$ cat config.mk
export PLATFORM = sky130hd
export DESIGN_NAME = lamp_draw_ctrl
export DESIGN_NICKNAME = d
export VERILOG_FILES = /design/src/rtl/lamp_pkg.sv /design/src/rtl/lamp_draw_ctrl_glyph_rom.sv /design/src/rtl/lamp_draw_ctrl.sv
export SDC_FILE = /design/constraint.sdc
export NUM_CORES = 1
export LEC_CHECK = 0
export BUFFER_PORTS_ARGS = -buffer_cell sky130_fd_sc_hd__buf_4
export CAP_MARGIN = 20
export CORE_MARGIN = 4
export CORE_UTILIZATION = 53
export DETAILED_ROUTE_END_ITERATION = 10
export PLACE_DENSITY = 0.68
export SKIP_LAST_GASP = 1
export SLEW_MARGIN = 20
export SYNTH_ARGS = -nofsm -noshare
export SYNTH_HDL_FRONTEND = slang
export SYNTH_SLANG_ARGS = --single-unit
$ cat constraint.sdc
create_clock -name clk -period 5.55 [get_ports clk]
set_input_delay 1.665 -clock clk [delete_from_list [all_inputs] [get_ports clk]]
set_output_delay 1.665 -clock clk [all_outputs]
set_load 0.02 [all_outputs]
$ cat src/rtl/lamp_pkg.sv
// Shared constants, state encoding and lit-letter decode for the lampboard renderer.
package lamp_pkg;

  localparam int unsigned IDX_W     = 5;
  localparam int unsigned NUM_LAMPS = 26;
  localparam int unsigned CELL      = 7;

  localparam logic [IDX_W-1:0] IDX_NONE  = 5'd31;
  localparam logic [IDX_W-1:0] LAST_LAMP = IDX_W'(NUM_LAMPS - 1);
  localparam logic [2:0]       CELL_LAST = 3'(CELL - 1);
  localparam logic [CELL-1:0]  BORDER_ROW = 7'b0111110;

  typedef enum logic [1:0] {
    ST_IDLE,
    ST_SETUP,
    ST_PLOT,
    ST_NEXT
  } state_t;

  // One-hot letter to lamp index; zero or multi-hot yields IDX_NONE.
  function automatic logic [IDX_W-1:0] onehot_idx(input logic [NUM_LAMPS-1:0] v);
    logic [IDX_W-1:0] idx;
    int unsigned      hits;
    idx  = '0;
    hits = 0;
    for (int unsigned i = 0; i < NUM_LAMPS; i++) begin
      if (v[i]) begin
        idx  = IDX_W'(i);
        hits = hits + 1;
      end
    end
    return (hits == 1) ? idx : IDX_NONE;
  endfunction

endpackage

$ cat src/rtl/lamp_draw_ctrl_glyph_rom.sv
// 5x5 letter glyphs A..Z, row 0 in bits [24:20], MSB = leftmost column.
module lamp_glyph_rom
  import lamp_pkg::*;
(
  input  logic [IDX_W-1:0] idx_i,
  output logic [24:0]      glyph_o
);

  always_comb begin
    glyph_o = '0;
    case (idx_i)
      5'd0:  glyph_o = 25'b01110_10001_11111_10001_10001;
      5'd1:  glyph_o = 25'b11110_10001_11110_10001_11110;
      5'd2:  glyph_o = 25'b01111_10000_10000_10000_01111;
      5'd3:  glyph_o = 25'b11110_10001_10001_10001_11110;
      5'd4:  glyph_o = 25'b11111_10000_11110_10000_11111;
      5'd5:  glyph_o = 25'b11111_10000_11110_10000_10000;
      5'd6:  glyph_o = 25'b01111_10000_10011_10001_01111;
      5'd7:  glyph_o = 25'b10001_10001_11111_10001_10001;
      5'd8:  glyph_o = 25'b11111_00100_00100_00100_11111;
      5'd9:  glyph_o = 25'b00111_00010_00010_10010_01100;
      5'd10: glyph_o = 25'b10010_10100_11000_10100_10010;
      5'd11: glyph_o = 25'b10000_10000_10000_10000_11111;
      5'd12: glyph_o = 25'b10001_11011_10101_10001_10001;
      5'd13: glyph_o = 25'b10001_11001_10101_10011_10001;
      5'd14: glyph_o = 25'b01110_10001_10001_10001_01110;
      5'd15: glyph_o = 25'b11110_10001_11110_10000_10000;
      5'd16: glyph_o = 25'b01110_10001_10101_10010_01101;
      5'd17: glyph_o = 25'b11110_10001_11110_10100_10010;
      5'd18: glyph_o = 25'b01111_10000_01110_00001_11110;
      5'd19: glyph_o = 25'b11111_00100_00100_00100_00100;
      5'd20: glyph_o = 25'b10001_10001_10001_10001_01110;
      5'd21: glyph_o = 25'b10001_10001_10001_01010_00100;
      5'd22: glyph_o = 25'b10001_10001_10101_11011_10001;
      5'd23: glyph_o = 25'b10001_01010_00100_01010_10001;
      5'd24: glyph_o = 25'b10001_01010_00100_00100_00100;
      5'd25: glyph_o = 25'b11111_00010_00100_01000_11111;
      default: glyph_o = '0;
    endcase
  end

endmodule

$ cat src/rtl/lamp_draw_ctrl.sv
// Lampboard renderer: walks 7x7 lamp cells and streams pixels to the framebuffer plot port.
module lamp_draw_ctrl
  import lamp_pkg::*;
#(
  parameter logic [7:0] X0       = 8'd8,
  parameter logic [6:0] Y0       = 7'd40,
  parameter logic [3:0] PITCH    = 4'd8,
  parameter logic [4:0] PER_ROW  = 5'd9,
  parameter logic [2:0] LIT_COL  = 3'b110,
  parameter logic [2:0] DARK_COL = 3'b001,
  parameter logic [2:0] BG_COL   = 3'b000
) (
  input  logic        clk,
  input  logic        resetn,
  input  logic [25:0] lit,
  input  logic        start,
  input  logic        pix_ready,
  output logic [7:0]  x,
  output logic [6:0]  y,
  output logic [2:0]  colour,
  output logic        plot,
  output logic        busy,
  output logic        done
);

  state_t           state_q, state_d;
  logic [IDX_W-1:0] lamp_q, lamp_d;
  logic [IDX_W-1:0] second_q, second_d;
  logic [IDX_W-1:0] cur_q, cur_d;
  logic [IDX_W-1:0] drawn_q, drawn_d;
  logic             full_job_q, full_job_d;
  logic             full_pend_q, full_pend_d;
  logic [2:0]       row_q, row_d;
  logic [2:0]       col_q, col_d;
  logic [24:0]      glyph_q, glyph_d;
  logic [7:0]       ox_q, ox_d;
  logic [6:0]       oy_q, oy_d;

  logic [24:0]      rom_glyph;
  logic [IDX_W-1:0] lit_idx;
  logic [4:0]       cell_c, cell_r;
  logic [7:0]       off_x;
  logic [6:0]       off_y;
  logic [4:0]       gbit;
  logic             mask_bit;
  logic             last_lamp;

  lamp_glyph_rom u_rom (
    .idx_i   (lamp_q),
    .glyph_o (rom_glyph)
  );

  assign lit_idx = onehot_idx(lit);
  assign cell_c  = lamp_q % PER_ROW;
  assign cell_r  = lamp_q / PER_ROW;
  assign off_x   = {3'b000, cell_c} * {4'b0000, PITCH};
  assign off_y   = {2'b00, cell_r} * {3'b000, PITCH};

  // Rows 1..5 map to glyph rows 0..4, cols 1..5 to glyph cols 0..4.
  assign gbit = 5'd30 - ({2'b00, row_q} * 5'd5) - {2'b00, col_q};

  always_comb begin
    mask_bit = 1'b0;
    if (row_q == 3'd0 || row_q == CELL_LAST) mask_bit = BORDER_ROW[CELL_LAST - col_q];
    else if (col_q == 3'd0 || col_q == CELL_LAST) mask_bit = 1'b1;
    else mask_bit = ~glyph_q[gbit];
  end

  assign last_lamp = full_job_q ? (lamp_q == LAST_LAMP) : (second_q == IDX_NONE);

  assign plot   = (state_q == ST_PLOT);
  assign busy   = (state_q != ST_IDLE);
  assign done   = (state_q == ST_NEXT) && last_lamp;
  assign x      = plot ? (ox_q + {5'b00000, col_q}) : '0;
  assign y      = plot ? (oy_q + {4'b0000, row_q}) : '0;
  assign colour = !plot    ? '0 :
                  mask_bit ? ((lamp_q == cur_q) ? LIT_COL : DARK_COL) : BG_COL;

  always_comb begin
    state_d     = state_q;
    lamp_d      = lamp_q;
    second_d    = second_q;
    cur_d       = cur_q;
    drawn_d     = drawn_q;
    full_job_d  = full_job_q;
    full_pend_d = full_pend_q;
    row_d       = row_q;
    col_d       = col_q;
    glyph_d     = glyph_q;
    ox_d        = ox_q;
    oy_d        = oy_q;

    if (start && state_q != ST_IDLE) full_pend_d = 1'b1;

    case (state_q)
      ST_IDLE: begin
        if (full_pend_q || start) begin
          full_job_d  = 1'b1;
          full_pend_d = 1'b0;
          lamp_d      = '0;
          second_d    = IDX_NONE;
          cur_d       = lit_idx;
          state_d     = ST_SETUP;
        end else if (lit_idx != drawn_q) begin
          // Old lamp first (goes dark), then the new one; a NONE slot is skipped.
          full_job_d = 1'b0;
          cur_d      = lit_idx;
          if (drawn_q != IDX_NONE) begin
            lamp_d   = drawn_q;
            second_d = lit_idx;
          end else begin
            lamp_d   = lit_idx;
            second_d = IDX_NONE;
          end
          state_d = ST_SETUP;
        end
      end
      ST_SETUP: begin
        glyph_d = rom_glyph;
        ox_d    = X0 + off_x;
        oy_d    = Y0 + off_y;
        row_d   = '0;
        col_d   = '0;
        state_d = ST_PLOT;
      end
      ST_PLOT: begin
        if (pix_ready) begin
          if (col_q == CELL_LAST) begin
            col_d = '0;
            if (row_q == CELL_LAST) state_d = ST_NEXT;
            else row_d = row_q + 3'd1;
          end else begin
            col_d = col_q + 3'd1;
          end
        end
      end
      ST_NEXT: begin
        if (last_lamp) begin
          drawn_d = cur_q;
          state_d = ST_IDLE;
        end else if (full_job_q) begin
          lamp_d  = lamp_q + 5'd1;
          state_d = ST_SETUP;
        end else begin
          lamp_d   = second_q;
          second_d = IDX_NONE;
          state_d  = ST_SETUP;
        end
      end
      default: state_d = ST_IDLE;
    endcase
  end

  always_ff @(posedge clk or negedge resetn) begin
    if (!resetn) begin
      state_q     <= ST_IDLE;
      lamp_q      <= '0;
      second_q    <= IDX_NONE;
      cur_q       <= IDX_NONE;
      drawn_q     <= IDX_NONE;
      full_job_q  <= 1'b0;
      full_pend_q <= 1'b1;
      row_q       <= '0;
      col_q       <= '0;
      glyph_q     <= '0;
      ox_q        <= '0;
      oy_q        <= '0;
    end else begin
      state_q     <= state_d;
      lamp_q      <= lamp_d;
      second_q    <= second_d;
      cur_q       <= cur_d;
      drawn_q     <= drawn_d;
      full_job_q  <= full_job_d;
      full_pend_q <= full_pend_d;
      row_q       <= row_d;
      col_q       <= col_d;
      glyph_q     <= glyph_d;
      ox_q        <= ox_d;
      oy_q        <= oy_d;
    end
  end

endmodule

==> impl_results.md, run 1 <==
- Max Clock Freq: 0.0623 GHz
- Ratio of cells with drive above 1 in the final layout: 37.7%
- Avg WL per Cell: 16.2 um
- Vias in the first global route: 9680
- Pins Over Slew Limit: 0
- Post-Syn Nets: 1255
- Startpoint Class: primary input
- Later-pin clock latency in the skew report: 0.34 ns
- Final nets: 1605
- CP dominant cell by count: buf_4
- Violated checks: setup timing
- Chip Height: 140 um
- Top-area cell type share of the netlist area: 13.1%
- CP required: 5.79 ns
- Worst r2r src: lamp_q[4]
- Pin count of the biggest net entering global routing: 65
- Htree depth: 3
- # IOs: 51
- Endpoint class of the critical path: flip-flop
- Antenna Violating Nets Remaining: 0
- Post-synth top area cell: dfrtp_1
- Area growth from synthesis to layout: 42.4%
- CTS sink cnt: 64
- Fin crit share: 289%
- Max-slew headroom: 34.4%
- HP Start: glyph_q[6]
- Starting DRT DRC Count: 650
- Initial Utilization: 54.7%
- Fin util: 77.9%
- Cts bufs inserted: 9
- Crit-path max FO: 6
- DRC: 0
- Detailed Place HPWL: 19200 um
- Initial antenna violation count: 0
- Die Area: 19500 um^2
- # hold bufs at CTS: 0
- Status: finished with violations
- Gr usage total: 27.2%
- Post-synthesis cell area: 9170 um^2
- Worst-path clk slew: 0.06 ns
- Hold EP: glyph_q[6]
- Slew @ Worst Pin: 0.984 ns
- Hold path depth: 1
- First-pass detailed-route iteration total: 6
- CTS root buf: clkbuf_16
- MaxCap Viol Count: 0
- Worst path slowest cell: or4_1
- WL final: 28200 um
- Via count: 9938
- Routability cong.: 0.886
- Post-synth top flop: dfrtp_1
- Crit path kind: in -> reg
- FF-to-FF setup slack: 1.44 ns
- Post-synth EDFFs: 0
- RSZ-0062 raised after global routing: true
- # diodes: 0
- Max clock buf depth: 2
- Arr. time, crit path: 16.29 ns
- First-pass GRT wire length: 45300 um
- FP Rows: 47
- Core Box Area: 16800 um^2
- #FFs+latches synth: 64
- Register area share after synthesis: 17.7%
- Worst r2r dst: ox_q[5]
- CTS tree: built
- DR vias/cell: 5.73
- Synth async-reset ratio: 100%
- Syn Area/Cell: 7.92 um^2
- Final hold slack: 0.484 ns
- Tmin final: 16.05 ns
- Grt total ovfl: 0
- Worst Skew: 0.00739 ns
- Die width: 140 um
- Hold Path Class: reg -> reg
- R2R cell count: 11
- Ys Warns: 0
- IO buf count: 50
- Final setup fails: 18
- Post-Synthesis Cells: 1158
- Worst setup margin: -10.50 ns
- Final setup TNS: -188.09 ns
- Area contributors post-synth: dfrtp_1 (13%), ha_1 (9.0%), xnor2_1 (6.8%)
- Final Hold Vio Count: 0
- Largest stage delay, worst path: 0.56 ns
- Distinct cells, synth: 92
## repair_timing
item,in CTS,in global routing
setup buffers,58,20
gates resized for setup,25,38
endpoints found under the setup margin,20,20
pin swaps,44,28
## per-layer routing
metal / vias up / GRT usage, % / part of all wire, % / routed length, um
met5: - / 0 / 0 / 0
met3: 74 / 3.95 / 4.3 / 1210
met2: 281 / 48.7 / 51 / 14300
met4: 0 / 6.63 / 2.5 / 700
met1: 4753 / 34.7 / 42 / 11900
li1: 4830 / - / - / -
## registers in the layout, summed over array words and instances, names as in the netlist, 2 cells and up
register  cells
glyph_q      25
cur_q         5
drawn_q       5
lamp_q        5
ox_q          5
second_q      5
oy_q          4
col_q         3
row_q         3
state_q       2
## final cells by class
| class | instances | area [um^2] |
|---|---|---|
| Clock inverter | 7 | 48.8 |
| Inverter | 77 | 304 |
| Sequential cell | 64 | 1620 |
| Clock buffer | 9 | 225 |
| Fill cell | 1191 | 3700 |
| Tap cell | 220 | 275 |
| Multi-Input combinational cell | 962 | 7600 |
| Timing Repair Buffer | 394 | 2990 |
## worst max-delay path by stage
stage	startpoint	to	slack, ns
after floorplan	lit[0]	lamp_q[2]	-10.62
after CTS	lit[1]	state_q[1]	-9.86
after detailed placement	lit[0]	state_q[1]	-10.80
after global routing	lit[1]	lamp_q[1]	-11.06
final	lit[1]	lamp_q[0]	-10.50
after global placement	lit[0]	state_q[1]	-10.36
## through the flow
stage | area [um^2] | setup WS [ns] | std cells
after CTS | 12700 | -9.86 | 1715
after detailed placement | 11800 | -10.80 | 1641
final | 13100 | -10.50 | 1733
after floorplan | 9400 | -10.62 | 1158
after global placement | 11800 | -10.36 | 1641
after global routing | 13100 | -11.06 | 1733
## worst max-delay path, delay by kind of cell
| kind | cells | cell delay, ns |
|---|---|---|
| fa+ha+maj | 16 | 4.43 |
| simple gates | 23 | 3.14 |
| buf+inv | 25 | 2.79 |
| compound gates | 19 | 2.67 |
| xor+xnor | 4 | 0.84 |
| mux | 3 | 0.71 |
## kinds of logic (layout without fill, tap and decap cells)
family | count (synthesis) | count (layout) | synth area share, %
flops | 64 | 64 | 17.7
mux | 52 | 52 | 7.38
fa+ha+maj | 67 | 67 | 9.22
simple gates | 413 | 413 | 21.8
compound gates | 300 | 300 | 21.9
buf+inv | 132 | 487 | 5.52
xor+xnor | 130 | 130 | 16.5
## cell usage in the layout (no fill, tap or decap), types with 11 or more instances in the layout
cell      netlist  routed
buf_4           1     390
dfstp_2        16      16
dfrtp_1        48      48
mux2i_1        22      21
mux2_2         13      11
ha_4            0      11
nand2b_1       13      12
xnor3_1        12      12
nor2b_1        14      12
a21oi_1        86      84
nand2_1       139     129
and2_1         21      20
o211ai_1       18      18
and3_1         14      14
xor2_1         32      29
o21ai_0        63      51
nor3_1         15      14
inv_1          75      67
nor2_1         97      90
nand3_1        39      39
a31oi_1        12      12
ha_1           66      52
xnor2_1        71      69
## synthesized netlist by cell type (14+ instances only)
master,count
nand3_1,39
a21oi_1,86
and3_1,14
nor2_1,97
dfrtp_1,48
xnor2_1,71
nand2_1,139
nor3_1,15
o21ai_0,63
dfstp_2,16
mux2i_1,22
nor2b_1,14
inv_1,75
xor2_1,32
ha_1,66
and2_1,21
o211ai_1,18
clkbuf_1,41
Power of run 1 is left out: the tool's default activity adds up to more than one toggle a clock period on the data nets, which glitch-free logic cannot reach.
==> run 2: changes to the inputs <==
- SYNTH_HIERARCHICAL: default -> 1
==> impl_results.md, run 2 <==
- Max Clock Freq: 0.0643 GHz (was 0.0623 GHz)
- Cts bufs inserted: 9 (unchanged)
- Largest stage delay, worst path: 0.48 ns (was 0.56 ns)
- CTS root buf: clkbuf_16 (unchanged)
- Post-synth EDFFs: 0 (unchanged)
- Top-area cell type share of the netlist area: 12.5% (was 13.1%)
- # diodes: 0 (unchanged)
- # IOs: 51 (unchanged)
- Grt total ovfl: 0 (unchanged)
- Arr. time, crit path: 15.77 ns (was 16.29 ns)
- Avg WL per Cell: 15.3 um (was 16.2 um)
- Most common cell after layout, fill and taps aside: buf_4 (unchanged)
- Distinct cells, synth: 105 (was 92)
- Post-Synthesis Cells: 1179 (was 1158)
- Antenna Violating Nets Remaining: 0 (unchanged)
- CP dominant cell by count: ha_4 (was buf_4)
- First-pass detailed-route iteration total: 5 (was 6)
- Starting DRT DRC Count: 719 (was 650)
- Number of flip-flops in the largest register: 25 (unchanged)
- # hold bufs at CTS: 0 (unchanged)
- Fin crit share: 280% (was 289%)
- DRC: 0 (unchanged)
- Later-pin clock latency in the skew report: 0.34 ns (about the same)
- Area contributors post-synth: dfrtp_1 (13%), ha_1 (8.4%), xnor2_1 (5.6%) (was dfrtp_1 (13%), ha_1 (9.0%), xnor2_1 (6.8%))
- Worst setup margin: -10.00 ns (was -10.50 ns)
- Final nets: 1588 (was 1605)
- Max-slew headroom: 46.3% (was 34.4%)
- Syn Area/Cell: 8.12 um^2 (was 7.92 um^2)
- Crit-path max FO: 7 (was 6)
- Tmin final: 15.55 ns (was 16.05 ns)
- Pins Over Slew Limit: 0 (unchanged)
- Post-synthesis cell area: 9580 um^2 (was 9170 um^2)
- Count leader, synth: nand2_1 (unchanged)
- Status: finished with violations (unchanged)
- Most flops, register: glyph_q (unchanged)
- Hold Path Class: reg -> reg (unchanged)
- Startpoint Class: primary input (unchanged)
- Crit path kind: in -> reg (unchanged)
- RSZ-0062 raised after global routing: true (unchanged)
- Max clock buf depth: 2 (unchanged)
- CP required: 5.77 ns (was 5.79 ns)
- Chip Height: 142 um (was 140 um)
- Initial antenna violation count: 0 (unchanged)
- Pre-CTS WS: -11.03 ns (was -10.80 ns)
- Detailed Place HPWL: 19500 um (was 19200 um)
- Ratio of cells with drive above 1 in the final layout: 38.3% (was 37.7%)
- Ys Warns: 6 (was 0)
- Post-synth top flop: dfrtp_1 (unchanged)
- IO buf count: 50 (unchanged)
- Core Box Area: 17500 um^2 (was 16800 um^2)
- Htree depth: 3 (unchanged)
- Post-synth top area cell: dfrtp_1 (unchanged)
- Endpoint class of the critical path: flip-flop (unchanged)
- #FFs+latches synth: 64 (unchanged)
- Die width: 142 um (was 140 um)
- Pin count of the biggest net entering global routing: 65 (unchanged)
- Slew @ Worst Pin: 0.806 ns (was 0.984 ns)
- Top post-synthesis cells by count: nand2_1 (139), nor2_1 (77), ha_1 (64) (was nand2_1 (139), nor2_1 (97), a21oi_1 (86))
- Area growth from synthesis to layout: 38.0% (was 42.4%)
- FP Rows: 48 (was 47)
- CTS tree: built (unchanged)
- Worst-path clk slew: 0.06 ns (about the same)
- Die Area: 20300 um^2 (was 19500 um^2)
- Gr usage total: 25.9% (was 27.2%)
- MaxCap Viol Count: 0 (unchanged)
- Most frequent cells in the layout: buf_4 (356), nand2_1 (129), nor2_1 (75) (was buf_4 (390), nand2_1 (129), nor2_1 (90))
- Initial Utilization: 54.8% (was 54.7%)
- CTS sink cnt: 64 (unchanged)
- DR vias/cell: 5.72 (was 5.73)
- Worst Skew: 0.00733 ns (was 0.00739 ns)
- Routability cong.: 0.890 (was 0.886)
- WL final: 26400 um (was 28200 um)
- Worst path slowest cell: or4_1 (unchanged)
- Synth async-reset ratio: 100% (unchanged)
- Via count: 9859 (was 9938)
- Vias in the first global route: 9829 (was 9680)
- First-pass GRT wire length: 44800 um (was 45300 um)
- Register area share after synthesis: 16.9% (was 17.7%)
- Final setup fails: 18 (unchanged)
- Post-Syn Nets: 1274 (was 1255)
- Final Hold Vio Count: 0 (unchanged)
- Violated checks: setup timing (unchanged)
- FILL cells: 1292 (was 1191)
==> run 2: changes by cell type after synthesis, moves of 7 or more <==
cell and change:
o21ai_1 +11, nor2_1 -20, inv_1 -15, mux2_2 +23, xnor2_1 -10, nand3_1 +7
xnor2_2 +9, and2_1 +11, a21oi_1 -23
==> run 2: final cells by class <==
class	count	area (um^2)	area share [%]
inverter	62	233	1.76
tap	225	282	2.13
clock inverter	5	35.0	0.265
timing repair buffer	362	2750	20.8
sequential	64	1620	12.3
clock buffer	11	264	2.00
multi-input combinational	994	8020	60.7
==> run 2: worst paths after layout <==
check / slack, ns / end / cells past startpoint / from
max: -10.00 / lamp_q[3] / 88 / lit[1]
min: 0.48 / drawn_q[4] / 2 / cur_q[4]
min in group asynchronous: 1.41 / glyph_q[3] / 1 / resetn
max reg2reg: 1.65 / ox_q[6] / 12 / lamp_q[1]
min reg2reg: 0.48 / drawn_q[4] / 2 / cur_q[4]
max in group asynchronous: 3.60 / full_job_q / 1 / resetn
==> run 2: cell families after synthesis <==
| logic type | Yosys count | synth area share [%] |
|---|---|---|
| adder cells (fa/ha/maj) | 68 | 8.89 |
| multiplexers | 76 | 9.43 |
| flip-flops | 64 | 16.9 |
| buffers and inverters | 121 | 5.45 |
| AND/OR/NAND/NOR | 421 | 22.0 |
| AO/OA/AOI/OAI | 298 | 21.3 |
| XOR/XNOR | 131 | 16.0 |
==> run 2: per-layer routing <==
metal,vias to the layer above,track usage [%],part of all wire (%),routed length (um)
met5,-,0,0,0
met4,0,7.35,2.2,590
met3,52,2.12,3.8,1010
met2,258,45.8,50,13100
met1,4678,34.1,44,11700
li1,4871,-,-,-
==> run 2: what timing repair did <==
action                                  CTS  global route
buffers inserted                         24            13
endpoints found under the setup margin   19            20
gates resized for setup                  39            19
pin swaps                                34            10
gates cloned                              0             0
==> run 2: worst max-delay path, delay by kind of cell <==
kind                       cells  cell delay [ns]
adders and majority gates     22             5.35
AOI/OAI and AO/OA             23             2.82
and+or+nand+nor               22             2.68
muxes                          8             1.86
buffers and inverters         13             1.31
==> run 2: metrics by stage <==
step / hold WS, ns / instances / util, % / instance area, um^2 / TNS [ns]
after global placement: 0.467 / 1673 / 70.6 / 12300 / -189.99
after CTS: 0.483 / 1711 / 74.5 / 13000 / -176.75
after global routing: 0.507 / 1723 / 75.6 / 13200 / -190.08
after detailed placement: 0.471 / 1673 / 70.6 / 12300 / -197.22
final: 0.481 / 1723 / 75.6 / 13200 / -178.86
after floorplan: 0.448 / 1179 / - / 9880 / -193.96
Power of run 2 is left out for the same reason.
==> run 3: changes to the inputs <==
- SKIP_CTS_REPAIR_TIMING: default -> 1
==> impl_results.md, run 3 (synthesis results as in run 2) <==
- Final setup fails: 18 (unchanged)
- Worst r2r dst: ox_q[6] (unchanged)
- Worst-path clk slew: 0.06 ns (about the same)
- Antenna Violating Nets Remaining: 0 (unchanged)
- IO buf count: 50 (unchanged)
- Initial Utilization: 54.8% (unchanged)
- FILL cells: 1350 (was 1292)
- DR vias/cell: 5.72 (about the same)
- Max clock buf depth: 2 (unchanged)
- Slew @ Worst Pin: 0.811 ns (was 0.806 ns)
- Register area: 1620 um^2 (unchanged)
- Max-slew headroom: 45.9% (was 46.3%)
- First-pass detailed-route iteration total: 6 (was 5)
- CP dominant cell by count: ha_4 (unchanged)
- Core Box Area: 17500 um^2 (unchanged)
- Most flops, register: glyph_q (unchanged)
- Vias in the first global route: 9576 (was 9829)
- Ratio of cells with drive above 1 in the final layout: 37.4% (was 38.3%)
- Crit path kind: in -> reg (unchanged)
- Worst setup margin: -9.99 ns (was -10.00 ns)
- Number of flip-flops in the largest register: 25 (unchanged)
- Htree depth: 3 (unchanged)
- Crit-path max FO: 7 (unchanged)
- Arr. time, crit path: 15.75 ns (was 15.77 ns)
- CTS tree: built (unchanged)
- Endpoint class of the critical path: flip-flop (unchanged)
- Final nets: 1567 (was 1588)
- CTS sink cnt: 64 (unchanged)
- Later-pin clock latency in the skew report: 0.34 ns (about the same)
- CP required: 5.76 ns (was 5.77 ns)
- R2R cell count: 12 (unchanged)
- Initial antenna violation count: 0 (unchanged)
- Fin crit share: 280% (about the same)
- Worst r2r src: lamp_q[1] (unchanged)
- # diodes: 0 (unchanged)
- HP Start: cur_q[4] (unchanged)
- Chip Height: 142 um (unchanged)
- Multi-input gate area: 8010 um^2 (was 8020 um^2)
- Gr usage total: 25.1% (was 25.9%)
- Tmin final: 15.54 ns (was 15.55 ns)
- FP Rows: 48 (unchanged)
- Max Clock Freq: 0.0644 GHz (was 0.0643 GHz)
- Grt total ovfl: 0 (unchanged)
- # IOs: 51 (unchanged)
- Detailed Place HPWL: 19500 um (unchanged)
- Worst path slowest cell: or4_1 (unchanged)
- Avg WL per Cell: 15.3 um (about the same)
- MaxCap Viol Count: 0 (unchanged)
- CTS root buf: clkbuf_16 (unchanged)
- WL final: 26000 um (was 26400 um)
- Largest stage delay, worst path: 0.41 ns (was 0.48 ns)
- Routability cong.: 0.890 (unchanged)
- Pre-CTS WS: -11.03 ns (unchanged)
- Status: finished with violations (unchanged)
- Startpoint Class: primary input (unchanged)
- First-pass GRT wire length: 43500 um (was 44800 um)
- Violated checks: setup timing (unchanged)
- Pin count of the biggest net entering global routing: 65 (unchanged)
- Cts bufs inserted: 9 (unchanged)
- Most common cell after layout, fill and taps aside: buf_4 (unchanged)
- Starting DRT DRC Count: 721 (was 719)
- Pins Over Slew Limit: 0 (unchanged)
- FF-to-FF setup slack: 1.66 ns (was 1.65 ns)
- Worst Skew: 0.00772 ns (was 0.00733 ns)
- Die Area: 20300 um^2 (unchanged)
- DRC: 0 (unchanged)
- Hold EP: drawn_q[4] (unchanged)
- Hold Path Class: reg -> reg (unchanged)
- Via count: 9729 (was 9859)
- Final Hold Vio Count: 0 (unchanged)
- Area growth from synthesis to layout: 36.1% (was 38.0%)
- Die width: 142 um (unchanged)
- Hold path depth: 2 (unchanged)
- Most frequent cells in the layout: buf_4 (335), nand2_1 (129), nor2_1 (75) (was buf_4 (356), nand2_1 (129), nor2_1 (75))
- RSZ-0062 raised after global routing: true (unchanged)
==> run 3: stage by stage <==
stage	utilization [%]	hold slack (ns)	TNS [ns]	instances	cell area [um^2]
final	74.6	0.478	-178.49	1702	13000
after CTS	72.3	0.483	-192.12	1689	12600
after detailed placement	70.6	0.471	-197.22	1673	12300
after floorplan	-	0.448	-193.96	1179	9880
after global placement	70.6	0.467	-189.99	1673	12300
after global routing	74.6	0.507	-189.94	1702	13000
==> run 3: area by class of cell <==
cell class              instances  area share (%)
flip-flops and latches         64            12.4
well taps                     225            2.16
clock inverters                 5           0.269
inverters                      62            1.79
repair buffers                341            19.9
clock buffers                  11            2.03
multi-input cells             994            61.4
==> run 3: worst max-delay path by stage <==
stage / from / end / depth (start not counted)
finish: lit[0] / lamp_q[3] / 87
floorplan: lit[1] / lamp_q[3] / 86
detailed placement: lit[0] / state_q[1] / 91
global placement: lit[0] / state_q[1] / 91
CTS: lit[0] / state_q[1] / 91
global route: lit[1] / lamp_q[4] / 87
==> run 3: layer usage <==
| layer | global-route usage, % | part of all wire (%) | wire length [um] | vias up |
|---|---|---|---|---|
| met5 | 0 | 0 | 0 | - |
| met4 | 6.65 | 2.4 | 627 | 0 |
| met3 | 1.98 | 4.0 | 1040 | 67 |
| met2 | 44.2 | 49 | 12800 | 273 |
| met1 | 33.3 | 44 | 11500 | 4561 |
| li1 | - | - | - | 4828 |
==> run 3: critical path, delay by kind of cell <==
family,cells,cell delay [ns]
muxes,8,1.87
adders and majority gates,24,5.91
buffers and inverters,8,0.66
and+or+nand+nor,23,2.75
AOI/OAI and AO/OA,24,2.85
Power of run 3 is left out for the same reason.
